## config.mk

```make
export PLATFORM = sky130hd
export DESIGN_NAME = mac_dot_seq
export DESIGN_NICKNAME = d
export VERILOG_FILES = /design/src/rtl/mac_dot_seq.sv
export SDC_FILE = /design/constraint.sdc
export NUM_CORES = 1
export LEC_CHECK = 0
export ABC_AREA = 1
export ABC_CLOCK_PERIOD_IN_PS = 5500
export BUFFER_PORTS_ARGS = -buffer_cell sky130_fd_sc_hd__clkbuf_2
export CAP_MARGIN = 40
export CORE_AREA = 2 2 93 95
export CTS_CLUSTER_DIAMETER = 60
export CTS_CLUSTER_SIZE = 8
export DETAILED_ROUTE_END_ITERATION = 12
export DIE_AREA = 0 0 95 97
export HOLD_SLACK_MARGIN = 0.12
export PLACE_DENSITY_LB_ADDON = 0.08
export SLEW_MARGIN = 15
export SYNTH_ARGS = -nofsm -noshare
export SYNTH_HDL_FRONTEND = slang
export SYNTH_SLANG_ARGS = --single-unit
```

## constraint.sdc

```tcl
create_clock -name clk -period 5.5 [get_ports clk]
set_input_delay 1.1 -clock clk [delete_from_list [all_inputs] [get_ports clk]]
set_output_delay 1.1 -clock clk [all_outputs]
set_load 0.005 [all_outputs]
```

## src/rtl/mac_dot_seq.sv

```systemverilog
// Dot-product sequencer: streams operand pairs from two sync-read memories
// into one MAC instance, drains its pipeline and hands the result to a consumer.
//
// state   | meaning
// --------+---------------------------------------------------------------
// S_IDLE  | waiting for a command; cmd_ready=1, MAC held (sload=1, ce=0)
// S_FEED  | issuing L reads, one pair per cycle, address = base + cnt
// S_DRAIN | waiting for dv/lag pipe to empty, then DRAIN_CYC settle cycles
// S_DONE  | result presented on res_valid/res_data until handshake
module mac_dot_seq #(
  parameter int N         = 16,
  parameter int AW        = 8,
  parameter int LEN_W     = 8,
  parameter int SLOAD_LAG = 1,
  parameter int DRAIN_CYC = 3
) (
  input  logic             clk,
  input  logic             arst,
  input  logic             cmd_valid,
  output logic             cmd_ready,
  input  logic [LEN_W-1:0] cmd_len,
  input  logic [AW-1:0]    cmd_base_a,
  input  logic [AW-1:0]    cmd_base_b,
  output logic             mem_rd,
  output logic [AW-1:0]    mem_a_addr,
  output logic [AW-1:0]    mem_b_addr,
  input  logic [N-1:0]     mem_a_data,
  input  logic [N-1:0]     mem_b_data,
  output logic             mac_ce,
  output logic             mac_sload,
  output logic [N-1:0]     mac_a,
  output logic [N-1:0]     mac_b,
  input  logic [N-1:0]     mac_p,
  output logic             res_valid,
  input  logic             res_ready,
  output logic [N-1:0]     res_data,
  output logic             busy
);

  localparam int DC_W = (DRAIN_CYC > 1) ? $clog2(DRAIN_CYC) : 1;

  typedef enum logic [1:0] {
    S_IDLE  = 2'd0,
    S_FEED  = 2'd1,
    S_DRAIN = 2'd2,
    S_DONE  = 2'd3
  } state_t;

  state_t               state_q, state_d;
  logic [LEN_W-1:0]     cnt_q, cnt_d;
  logic [LEN_W-1:0]     len_q, len_d;
  logic [AW-1:0]        base_a_q, base_a_d;
  logic [AW-1:0]        base_b_q, base_b_d;
  logic [DC_W-1:0]      dcnt_q, dcnt_d;
  logic                 mac_ce_q, mac_ce_d;
  logic                 res_valid_q, res_valid_d;
  logic [N-1:0]         res_data_q, res_data_d;
  logic                 dv_q, dv_d;
  logic [SLOAD_LAG-1:0] lag_q, lag_d;
  logic                 pipe_empty;

  always_ff @(posedge clk or posedge arst) begin
    if (arst) begin
      state_q     <= S_IDLE;
      cnt_q       <= '0;
      len_q       <= '0;
      base_a_q    <= '0;
      base_b_q    <= '0;
      dcnt_q      <= '0;
      mac_ce_q    <= 1'b0;
      res_valid_q <= 1'b0;
      res_data_q  <= '0;
      dv_q        <= 1'b0;
      lag_q       <= '0;
    end else begin
      state_q     <= state_d;
      cnt_q       <= cnt_d;
      len_q       <= len_d;
      base_a_q    <= base_a_d;
      base_b_q    <= base_b_d;
      dcnt_q      <= dcnt_d;
      mac_ce_q    <= mac_ce_d;
      res_valid_q <= res_valid_d;
      res_data_q  <= res_data_d;
      dv_q        <= dv_d;
      lag_q       <= lag_d;
    end
  end

  // Read data arrives one cycle after mem_rd; sload trails it by SLOAD_LAG.
  always_comb begin
    dv_d     = mem_rd;
    lag_d    = '0;
    lag_d[0] = dv_q;
    for (int i = 1; i < SLOAD_LAG; i++) begin
      lag_d[i] = lag_q[i-1];
    end
  end

  assign pipe_empty = !dv_q && (lag_q == '0);

  always_comb begin
    state_d     = state_q;
    cnt_d       = cnt_q;
    len_d       = len_q;
    base_a_d    = base_a_q;
    base_b_d    = base_b_q;
    dcnt_d      = dcnt_q;
    mac_ce_d    = mac_ce_q;
    res_valid_d = res_valid_q;
    res_data_d  = res_data_q;

    case (state_q)
      S_IDLE: begin
        if (cmd_valid) begin
          len_d    = cmd_len;
          base_a_d = cmd_base_a;
          base_b_d = cmd_base_b;
          cnt_d    = '0;
          if (cmd_len != '0) begin
            state_d  = S_FEED;
            mac_ce_d = 1'b1;
          end else begin
            // Empty vector: result is zero and the MAC is left untouched.
            state_d    = S_DONE;
            res_data_d = '0;
          end
        end
      end

      S_FEED: begin
        cnt_d = cnt_q + LEN_W'(1);
        if (cnt_q == len_q - LEN_W'(1)) begin
          state_d = S_DRAIN;
          dcnt_d  = DC_W'(DRAIN_CYC - 1);
        end
      end

      S_DRAIN: begin
        if (pipe_empty) begin
          if (dcnt_q == '0) begin
            res_data_d  = mac_p;
            res_valid_d = 1'b1;
            mac_ce_d    = 1'b0;
            state_d     = S_DONE;
          end else begin
            dcnt_d = dcnt_q - DC_W'(1);
          end
        end
      end

      S_DONE: begin
        // The L=0 path arrives here with res_valid still low; raise it first.
        if (!res_valid_q) begin
          res_valid_d = 1'b1;
        end else if (res_ready) begin
          res_valid_d = 1'b0;
          state_d     = S_IDLE;
        end
      end

      default: begin
        state_d = S_IDLE;
      end
    endcase
  end

  assign cmd_ready  = (state_q == S_IDLE);
  assign busy       = (state_q != S_IDLE);
  assign mem_rd     = (state_q == S_FEED);
  assign mem_a_addr = base_a_q + AW'(cnt_q);
  assign mem_b_addr = base_b_q + AW'(cnt_q);
  assign mac_ce     = mac_ce_q;
  assign mac_sload  = ~lag_q[SLOAD_LAG-1];
  assign mac_a      = dv_q ? mem_a_data : '0;
  assign mac_b      = dv_q ? mem_b_data : '0;
  assign res_valid  = res_valid_q;
  assign res_data   = res_data_q;

endmodule

```

==> metrics.yaml, run 1 <==
cts_tree: "built"
die_area_um2: 9220
drt_iter0_markers: 116
antenna_found_initial: 0
hold_path_class: "flip-flop to flip-flop"
hold_buffers: 0
cts_root_buf: "clkbuf_8"
synth_top_area_cell: "dfrtp_1"
clock_latency_ns: 0.31
viasPerCell: 4.66
grt_overflow: 0
grtUsageTotal_pct: 19.0
slew_headroom_pct: 45.3
period_share_pct: 59.9
synth_warnings: 0
ys_top_cells_by_count: "133 x nand2_1, 83 x inv_1, 56 x dfrtp_1, 28 x nor2_1, 21 x ha_1"
grt_max_degree: 57
rsz0062_at_grt: "no"
cp.required_ns: 4.40
synthArstFlopShare_pct: 100
total_power_w: 0.00243
post_drt_wl_per_cell_um: 11.5
die_x_um: 95
netlist_area_um2: 3630
finClkSkew_ns: 0.00942
clock_path_buffers: 2
portBuffers: 145
power.density_nw_per_um2: 529
gp_congestion: 0.860
area_delta_synth_final_pct: 26.7
synth_most_common_cell: "nand2_1"
post-dp-hpwl_mm: 6.43
yosysUniqueCellTypes: 34
hold_viol: 0
initial_core_util_pct: 44.6
max_freq_ghz: 0.304
synth_cells: 466
slew_viol_final: 0
clock-sinks: 56
synth-edff-count: 0
start_kind: "flip-flop"
synth.avg_cell_area_um2: 7.78
vias: 3320
synth_top_area_share_pct: 38.6
clk_pin_slew_ns: 0.10
crit_type: "flip-flop to primary output"
critPathCaptureType: "primary output"
leakagePower_nw: 2.73
post_cts_buffers: 0
critical_path.max_fanout: 5
fin_tns_setup_ns: 0
min_period_ns: 3.29
status: "finished clean"
drc: 0
wl_mm: 8.20
antenna_left: 0
final-setup-viol-count: 0
post_cts_resized: 0
peakVddDrop_mv: 0.239
syn-num-nets: 565
numCtsBuffers: 5
synth.area.top_cells: "dfrtp_1 39%, nand2_1 14%, inv_1 8.6%"
synth-seq-cells: 56
die_y_um: 97
synth-main-ff-cell: "dfrtp_1"
nets: 706
drv_cap: 0
grt_pass1_vias: 3288
coreArea_um2: 8130
worstPathArrival_ns: 2.19
rows: 33
yosysSeqAreaShare_pct: 38.6
drtPass1Iterations: 4
tightestPinTransition_ns: 0.821
ios: 146
grt_first_pass_wirelength_mm: 14.3
nFillCells: 801
drive_above_1_share_pct: 32.2
antenna_cells: 0
h-tree-depth: 2
path summary, 6_finish.rpt:
kind / end / depth (start not counted) / slack [ns] / startpoint
worst max-delay path: mem_b_addr[6] / 8 / 2.21 / cnt_q[1]$_DFFE_PP0P_
worst min-delay path: dcnt_q[1]$_DFFE_PP0P_ / 2 / 0.49 / dcnt_q[1]$_DFFE_PP0P_
worst max register to register: res_data[13]$_DFFE_PP0P_ / 7 / 2.79 / state_q[0]$_DFFE_PP0P_
worst min register to register: dcnt_q[1]$_DFFE_PP0P_ / 2 / 0.49 / dcnt_q[1]$_DFFE_PP0P_
max in group asynchronous: base_b_q[5]$_DFFE_PP0P_ / 3 / 4.07 / arst
min in group asynchronous: len_q[5]$_DFFE_PP0P_ / 3 / 0.96 / arst
worst max-delay path, cell delays in order (launching register included):
cell and delay (ns):
dfrtp_1 0.44, inv_1 0.15, fa_1 0.47, o21ai_0 0.30, a21oi_1 0.11, nor2_1 0.11
nor2_1 0.06, xnor2_1 0.12, clkbuf_2 0.13
registers in the layout (all words and copies together), names as in the netlist:
signal	count
dv_q	1
base_a_q	8
res_valid	1
base_b_q	8
res_data	16
lag_q	1
len_q	8
state_q	2
cnt_q	8
mac_ce	1
dcnt_q	2
cell type report:
class | instances | area [um2] | share of cell area (%)
clock buffer | 5 | 68.8 | 1.50
sequential | 56 | 1400 | 30.5
tap | 105 | 131 | 2.86
multi-input combinational | 313 | 1830 | 39.8
clock inverter | 3 | 90.1 | 1.96
timing repair buffer | 147 | 761 | 16.6
inverter | 84 | 315 | 6.86
cell families (layout without fill, tap and decap cells):
logic type               Yosys count  after routing  synth area share, %
AND/OR/NAND/NOR                  201            201                 23.2
buffers and inverters             97            239                 11.0
AO/OA/AOI/OAI                     57             57                 10.2
flip-flops                        56             56                 38.6
adder cells (fa/ha/maj)           23             23                 8.35
XOR/XNOR                          18             18                 4.35
multiplexers                      14             14                 4.35
cells in the final DEF (no fill, tap or decap), drive strengths merged, types with 2 or more instances in the layout:
cell and instances:
nand2 135, nor2 29, bufinv 3, clkbuf 150
fa 2, mux2 14, xnor2 5, buf 2
nand3 21, o21ai 33, o211ai 2, nor3 6
a21oi 20, inv 84, dfrtp 56, ha 21
nand4 6, xor2 13
metrics by stage:
stage	instance area, um2	utilization, %	hold slack [ns]	std cells	setup slack [ns]
final	4600	56.5	0.487	713	2.21
after global routing	4600	56.5	0.515	713	1.95
after CTS	4570	56.2	0.492	712	2.18
after detailed placement	4410	54.2	0.467	704	2.54
after global placement	4410	54.2	0.461	704	2.58
after floorplan	3630	-	0.352	466	2.78
routing by layer:
| metal | GRT usage, % | vias up | wire length (um) |
|---|---|---|---|
| met4 | 3.79 | 0 | 103 |
| met1 | 22.5 | 1479 | 3440 |
| met5 | 0 | - | 0 |
| li1 | - | 1737 | - |
| met2 | 34.1 | 94 | 4130 |
| met3 | 4.98 | 10 | 536 |
power breakdown:
group,switching [W],internal (W),leakage (nW)
Sequential,0.000142,0.000595,0.711
Clock,0.000135,0.000228,0.0784
Combinational,0.000737,0.000594,1.94
Total,0.00101,0.00142,2.73
(Power assumes the default switching activity.)
==> run 2, diff against run 1 <==
ABC_AREA = 0   (was 1)
ABC_CLOCK_PERIOD_IN_PS = 3000   (was 5500)
CORE_AREA = 2 2 92 94   (was 2 2 93 95)
DIE_AREA = 0 0 94 96   (was 0 0 95 97)
clock period = 3 ns   (was 5.5 ns; I/O delays follow)
==> run 2 against run 1 <==
Effect of this change: combinational power grew 87%; final cell count is 14% lower; register-to-register slack lost 2.2 ns; utilization down 1.4 points; clock power up 22%; critical path depth stayed put; sequential power grew 92%; critical path type unchanged.
==> metrics.yaml, run 2 <==
status: "finished clean"
ios: 146  # unchanged
finClkSkew_ns: 0.0107  # +0.00126 ns
grt_max_degree: 36  # -37%
fin_util_pct: 55.1  # -1.4 points
r2r-start: "len_q[0]$_DFFE_PP0P_"
max_stage_delay_ns: 0.46  # about the same
die_area_um2: 9020  # -2.1%
grt_overflow: 0  # unchanged
peakVddDrop_mv: 0.362  # +51%
tightestPinTransition_ns: 0.679  # -0.142 ns
clock_latency_ns: 0.32  # about the same
critPathCaptureType: "primary output"
die_y_um: 96  # -1.0%
sw_frac_of_total_pct: 41.5  # -0.16 points
worstPathArrival_ns: 2.24  # +0.05 ns
post-place-ws_ns: 0.355  # -2.18 ns
antenna_left: 0  # unchanged
clock_path_buffers: 2  # unchanged
final-setup-viol-count: 0  # unchanged
critical_path.max_fanout: 7  # +2
rsz0062_at_grt: "no"
final_common_cell: "clkbuf_2"
post_drt_wl_per_cell_um: 12.9  # +12%
clock-sinks: 56  # unchanged
drive_above_1_share_pct: 39.7  # +7.5 points
period_share_pct: 94.7
h-tree-depth: 2  # unchanged
viasPerCell: 4.82  # +3.4%
clk_pin_slew_ns: 0.11  # about the same
drt_iter0_markers: 78  # -33%
seq_power_share_pct: 32.6  # +2.3 points
min_period_ns: 2.84
hold_buffers: 0  # unchanged
synth_most_common_cell: "dfrtp_1"
cts_root_buf: "clkbuf_8"
synth_top_area_share_pct: 40.8  # +2.2 points
syn-num-nets: 458  # -19%
cts_tree: "built"
numCtsBuffers: 5  # unchanged
die_x_um: 94  # -1.1%
synth-main-ff-cell: "dfrtp_1"
yosysSeqAreaShare_pct: 40.8  # +2.2 points
ff2ff_setup_slack_ns: 0.61  # -2.18 ns
initial_core_util_pct: 42.7  # -1.9 points
cpLargestDelayFamily: "compound AO/OA/AOI/OAI gates"
grt_first_pass_wirelength_mm: 12.7  # -11%
pwr-share-comb_pct: 57.2  # +2.4 points
hold_path_class: "input port to async pin"
ys_top_cells_by_count: "56 x dfrtp_1, 34 x inv_1, 32 x and2_1, 28 x o21ai_0, 24 x mux2_2"
grtUsageTotal_pct: 17.6  # -1.4 points
synth_cells: 359  # -23%
synthArstFlopShare_pct: 100  # unchanged
post-dp-hpwl_mm: 6.17  # -4.0%
max_freq_ghz: 0.352
antenna_found_initial: 0  # unchanged
vias: 2943  # -11%
crit_type: "flip-flop to primary output"
synth.area.top_cells: "dfrtp_1 41%, mux2_2 7.9%, ha_1 7.7%"
drv_cap: 0  # unchanged
leakagePower_nw: 2.28  # -16%
r2r_cells: 8  # +1
r2r-end: "state_q[1]$_DFFE_PP0P_"
drtPass1Iterations: 4  # unchanged
rows: 33  # unchanged
synth_top_area_cell: "dfrtp_1"
drc: 0  # unchanged
grt_pass1_vias: 2767  # -16%
gp_congestion: 0.823  # -4.3%
slowest_stage: "dfrtp_2"
p_clk_share_pct: 10.2  # -4.7 points
cp_num_cells: 8  # unchanged
hold_viol: 0  # unchanged
final_cell_mix: "145 x clkbuf_2, 53 x dfrtp_1, 33 x inv_1"
wl_mm: 7.88  # -4.0%
synth.avg_cell_area_um2: 9.57  # +23%
cp_num_buf_inv: 1  # -1
nets: 604  # -14%
portBuffers: 145  # unchanged
coreArea_um2: 8050  # -1.0%
whs_ns: 0.281  # -0.206 ns
slew_headroom_pct: 54.7  # +9.5 points
power.density_nw_per_um2: 980  # +85%
synth-seq-cells: 56  # unchanged
cp.required_ns: 2.40  # -2.00 ns
p_int_w: 0.00254  # +79%
synth_warnings: 0  # unchanged
synth-edff-count: 0  # unchanged
start_kind: "flip-flop"
antenna_cells: 0  # unchanged
fin_tns_setup_ns: 0  # unchanged
area_delta_synth_final_pct: 29.1
yosysUniqueCellTypes: 41  # +21%
crit_chain: "ha_1, a21o_1, a21oi_2, nor2b_1, o21a_1, o41ai_2, xnor2_1, clkbuf_2"
dp_cells: 601  # -15%
layout_setup_ws_ns: 0.160  # -2.05 ns
fin_cells: 611  # -14%
nFillCells: 790  # -1.4%
netlist_area_um2: 3430  # -5.3%
p_sw_w: 0.00181  # +78%
largest_reg_flops: 16  # unchanged
slew_viol_final: 0  # unchanged
==> run 2: routing by layer <==
metal  vias up  global-route usage [%]  share of wire, %
li1       1509                       -                 -
met4         0                    2.42              0.39
met3         5                    4.86               5.1
met1      1350                    23.2                44
met2        79                    29.6                50
met5         -                       0                 0
==> run 2: cell type report <==
cell class	count	area, um2	area share, %
clock inverters	3	26.3	0.593
well taps	105	131	2.96
inverters	34	128	2.88
repair buffers	155	801	18.1
clock buffers	5	68.8	1.55
flip-flops and latches	56	1410	31.7
multi-input cells	253	1870	42.3
==> run 2: worst reg2reg max path, cell delays in order (launching register included) <==
cell      delay, ns
dfrtp_1        0.46
inv_1          0.08
ha_1           0.18
or3b_4         0.40
a211oi_1       0.23
o21ai_1        0.14
o41ai_4        0.44
nand2_1        0.19
mux2i_1        0.16
==> run 2: kinds of logic (layout without fill, tap and decap cells) <==
group                      Yosys count  count (layout)  synth area share [%]
adders and majority gates           23              23                  8.82
AOI/OAI and AO/OA                   65              65                  11.8
and+or+nand+nor                    111             111                  17.4
muxes                               28              28                  9.03
xor gates and xnor gates            26              26                  6.63
DFF                                 56              56                  40.8
buffers and inverters               50             197                  5.50
==> run 2: power groups by stage <==
stage | clock network, W | registers, W | logic [W]
6_report | 0.000443 | 0.00142 | 0.00249
3_5_place_dp | 0 | 0.00144 | 0.00246
5_1_grt | 0.000503 | 0.00148 | 0.00280
4_1_cts | 0.000460 | 0.00143 | 0.00248
2_1_floorplan | 0 | 0.00132 | 0.00166
3_3_place_gp | 0 | 0.00143 | 0.00243
==> run 2: worst max path at each step <==
stage	slack [ns]	startpoint	to
floorplan	0.62	cnt_q[1]$_DFFE_PP0P_	mem_a_addr[7]
global placement	0.38	cnt_q[1]$_DFFE_PP0P_	mem_a_addr[7]
detailed placement	0.36	cnt_q[1]$_DFFE_PP0P_	mem_a_addr[7]
CTS	0.002	cnt_q[1]$_DFFE_PP0P_	mem_a_addr[7]
global route	0.02	cnt_q[0]$_DFFE_PP0P_	mem_a_addr[6]
finish	0.16	cnt_q[1]$_DFFE_PP0P_	mem_b_addr[7]
==> run 2: repair_timing <==
item	in CTS	in global routing
setup endpoints to repair	1	4
endpoints found under the hold margin	0	0
setup buffers	0	2
gates resized for setup	1	7
==> run 2: per-stage QoR <==
stage,total power (W),area [um2]
2_1_floorplan,0.00298,3430
3_3_place_gp,0.00386,4290
3_5_place_dp,0.00390,4290
4_1_cts,0.00436,4400
5_1_grt,0.00478,4430
6_report,0.00435,4430
==> run 3, diff against run 2 <==
ABC_CLOCK_PERIOD_IN_PS = 2600   (was 3000)
BUFFER_PORTS_ARGS = unset   (was -buffer_cell sky130_fd_sc_hd__clkbuf_2)
CORE_AREA = 2 2 91 93   (was 2 2 92 94)
DIE_AREA = 0 0 93 95   (was 0 0 94 96)
DONT_BUFFER_PORTS = 1   (was unset)
clock period = 2.6 ns   (was 3 ns; I/O delays follow)
==> run 3 against run 2 <==
Effect of this change: the flow now finishes with violations (setup timing); count of clock-buffer cells in the layout unchanged; hold slack worse by 0.15 ns; worst setup slack worse by 0.20 ns; sequential power up 12%; first-iteration DRC count up 50%; register-to-register slack worse by 0.31 ns; sequential share of layout area up 5.4 points; combinational power about the same; critical path depth unchanged; largest cell class unchanged; largest power group unchanged.
==> metrics.yaml, run 3 (synthesis gave the netlist of run 2 again) <==
grt_pass1_vias: 2448  # -12%
final-setup-viol-count: 1  # +1
largest_reg_flops: 16  # unchanged
crit_chain: "ha_1, a21o_1, a21oi_2, nor2b_1, o21a_1, o41ai_2, buf_4, xnor2_2"
cp.required_ns: 2.08  # -0.32 ns
rsz0062_at_grt: "yes"
portBuffers: 0  # -100%
finClkSkew_ns: 0.0157  # +0.00506 ns
grtUsageTotal_pct: 16.5  # -1.1 points
area_delta_synth_final_pct: 10.1
antenna_cells: 0  # unchanged
antenna_left: 0  # unchanged
drtPass1Iterations: 4  # unchanged
p_sw_w: 0.00195  # +8.1%
cts_tree: "built"
power.density_nw_per_um2: 1210  # +23%
pwr-share-comb_pct: 54.2  # -3.0 points
clock_path_buffers: 2  # unchanged
multiInputGateArea_um2: 1900  # +1.1%
drv_cap: 0  # unchanged
cts_root_buf: "clkbuf_8"
leakagePower_nw: 1.70  # -25%
max_freq_ghz: 0.378
slew_headroom_pct: 61.2  # +6.5 points
postLayoutCellArea_um2: 3780  # -15%
crit_type: "flip-flop to primary output"
drt_iter0_markers: 117  # +50%
coreArea_um2: 7930  # -1.5%
gp_congestion: 0.740  # -10%
post_drt_wl_per_cell_um: 15.4  # +19%
p_clk_share_pct: 11.0  # +0.8 points
failed_checks: "setup timing"
min_period_ns: 2.64
sw_frac_of_total_pct: 42.7  # +1.2 points
clock_latency_ns: 0.32  # about the same
h-tree-depth: 2  # unchanged
slowest_stage: "dfrtp_1"
final_common_cell: "dfrtp_1"
die_x_um: 93  # -1.1%
peakVddDrop_mv: 0.471  # +30%
numCtsBuffers: 5  # unchanged
layout.area.seq_um2: 1400  # -0.27%
start_kind: "flip-flop"
grt_first_pass_wirelength_mm: 11.7  # -7.9%
critPathCaptureType: "primary output"
p_int_w: 0.00262  # +3.1%
initial_core_util_pct: 43.3  # +0.67 points
seq_power_share_pct: 34.7  # +2.1 points
final_cell_mix: "56 x dfrtp_1, 32 x and2_1, 30 x inv_1"
wl_mm: 7.25  # -8.0%
die_y_um: 95  # -1.0%
antenna_found_initial: 0  # unchanged
fin_util_pct: 47.7  # -7.4 points
slew_viol_final: 0  # unchanged
place_area_um2: 3610  # -16%
grt_overflow: 0  # unchanged
worstPathArrival_ns: 2.12  # -0.12 ns
period_share_pct: 102
nFillCells: 752  # -4.8%
clock-sinks: 56  # unchanged
clk_pin_slew_ns: 0.11  # about the same
nets: 465  # -23%
vias: 2482  # -16%
viasPerCell: 5.26  # +9.2%
die_area_um2: 8840  # -2.1%
rows: 33  # unchanged
max_stage_delay_ns: 0.41  # -0.05 ns
hold_viol: 0  # unchanged
drive_above_1_share_pct: 18.5  # -21 points
grt_max_degree: 35  # -2.8%
ios: 146  # unchanged
tightestPinTransition_ns: 0.574  # -0.105 ns
layout_setup_ws_ns: -0.0425  # -0.202 ns
post-dp-hpwl_mm: 5.52  # -11%
status: "finished with violations"
drc: 0  # unchanged
critical_path.max_fanout: 3  # -4
hold_path_class: "input port to async pin"
run 3: cell count changes in the layout (fill, tap and decap cells not counted), moves of 2 or more:
cell	before	now
fa_2	0	2
inv_1	33	30
dfrtp_2	3	0
dfrtp_1	53	56
ha_2	0	2
o21ai_1	1	3
clkbuf_2	145	0
fa_1	2	0
o21ai_0	28	26
ha_1	21	19
buf_4	10	15
inv_2	1	4
run 3: path summary, 6_finish.rpt:
path                       cells past startpoint                 endpoint  slack [ns]                     from
setup reg to reg                               8   state_q[1]$_DFFE_PP0P_        0.30     len_q[0]$_DFFE_PP0P_
hold reg to reg                                1  base_a_q[6]$_DFFE_PP0P_        0.52  base_a_q[6]$_DFFE_PP0P_
hold / removal                                 1  res_data[7]$_DFFE_PP0P_        0.13                     arst
min in group clk                               1  base_a_q[0]$_DFFE_PP0P_        0.34            cmd_base_a[0]
max in group asynchronous                      2     len_q[1]$_DFFE_PP0P_        1.89                     arst
setup / recovery                               8            mem_b_addr[7]       -0.04     cnt_q[1]$_DFFE_PP0P_
run 3: routing by layer:
layer	up-vias	track usage [%]	routed length, um
met5	-	0	0
met4	0	2.57	44
met3	6	4.39	434
met2	72	28.6	3580
met1	1174	21.1	3190
li1	1230	-	-
run 3: layout make-up:
cell class	instances	share of cell area [%]
Clock buffer	5	1.82
Clock inverter	3	0.662
Inverter	34	3.37
Multi-Input combinational cell	253	50.1
Sequential cell	56	37.0
Tap cell	105	3.47
Timing Repair Buffer	16	3.51
run 3: worst max-delay path: cells and delay by family, from the launching register on:
| family | cells | cell delay, ns |
|---|---|---|
| xor gates and xnor gates | 1 | 0.10 |
| adders and majority gates | 1 | 0.30 |
| buffers and inverters | 1 | 0.18 |
| DFF | 1 | 0.41 |
| and+or+nand+nor | 1 | 0.06 |
| AOI/OAI and AO/OA | 4 | 0.76 |
run 3: power by group through the flow:
| stage | clock (W) | combinational, W | sequential (W) |
|---|---|---|---|
| floorplan | 0 | 0.00192 | 0.00152 |
| global placement | 0 | 0.00237 | 0.00161 |
| detailed placement | 0 | 0.00240 | 0.00161 |
| CTS | 0.000535 | 0.00249 | 0.00159 |
| global route | 0.000561 | 0.00280 | 0.00165 |
| finish | 0.000504 | 0.00248 | 0.00159 |
run 3: timing repair:
item	4_1_cts	5_1_grt
endpoints found under the setup margin	4	4
pin swaps	4	7
setup buffers	2	2
hold buffers	0	0
gates resized for setup	11	5
run 3: through the flow:
| stage | total power (W) | cells | worst slack, ns | hold slack, ns | TNS [ns] |
|---|---|---|---|---|---|
| 3_5_place_dp | 0.00401 | 460 | 0.185 | 0.498 | 0 |
| 6_report | 0.00457 | 472 | -0.0425 | 0.127 | -0.0425 |
| 4_1_cts | 0.00462 | 470 | -0.0339 | 0.135 | -0.0604 |
| 5_1_grt | 0.00502 | 472 | -0.189 | 0.147 | -0.406 |
| 2_1_floorplan | 0.00344 | 359 | 0.301 | 0.450 | 0 |
| 3_3_place_gp | 0.00397 | 460 | 0.178 | 0.491 | 0 |
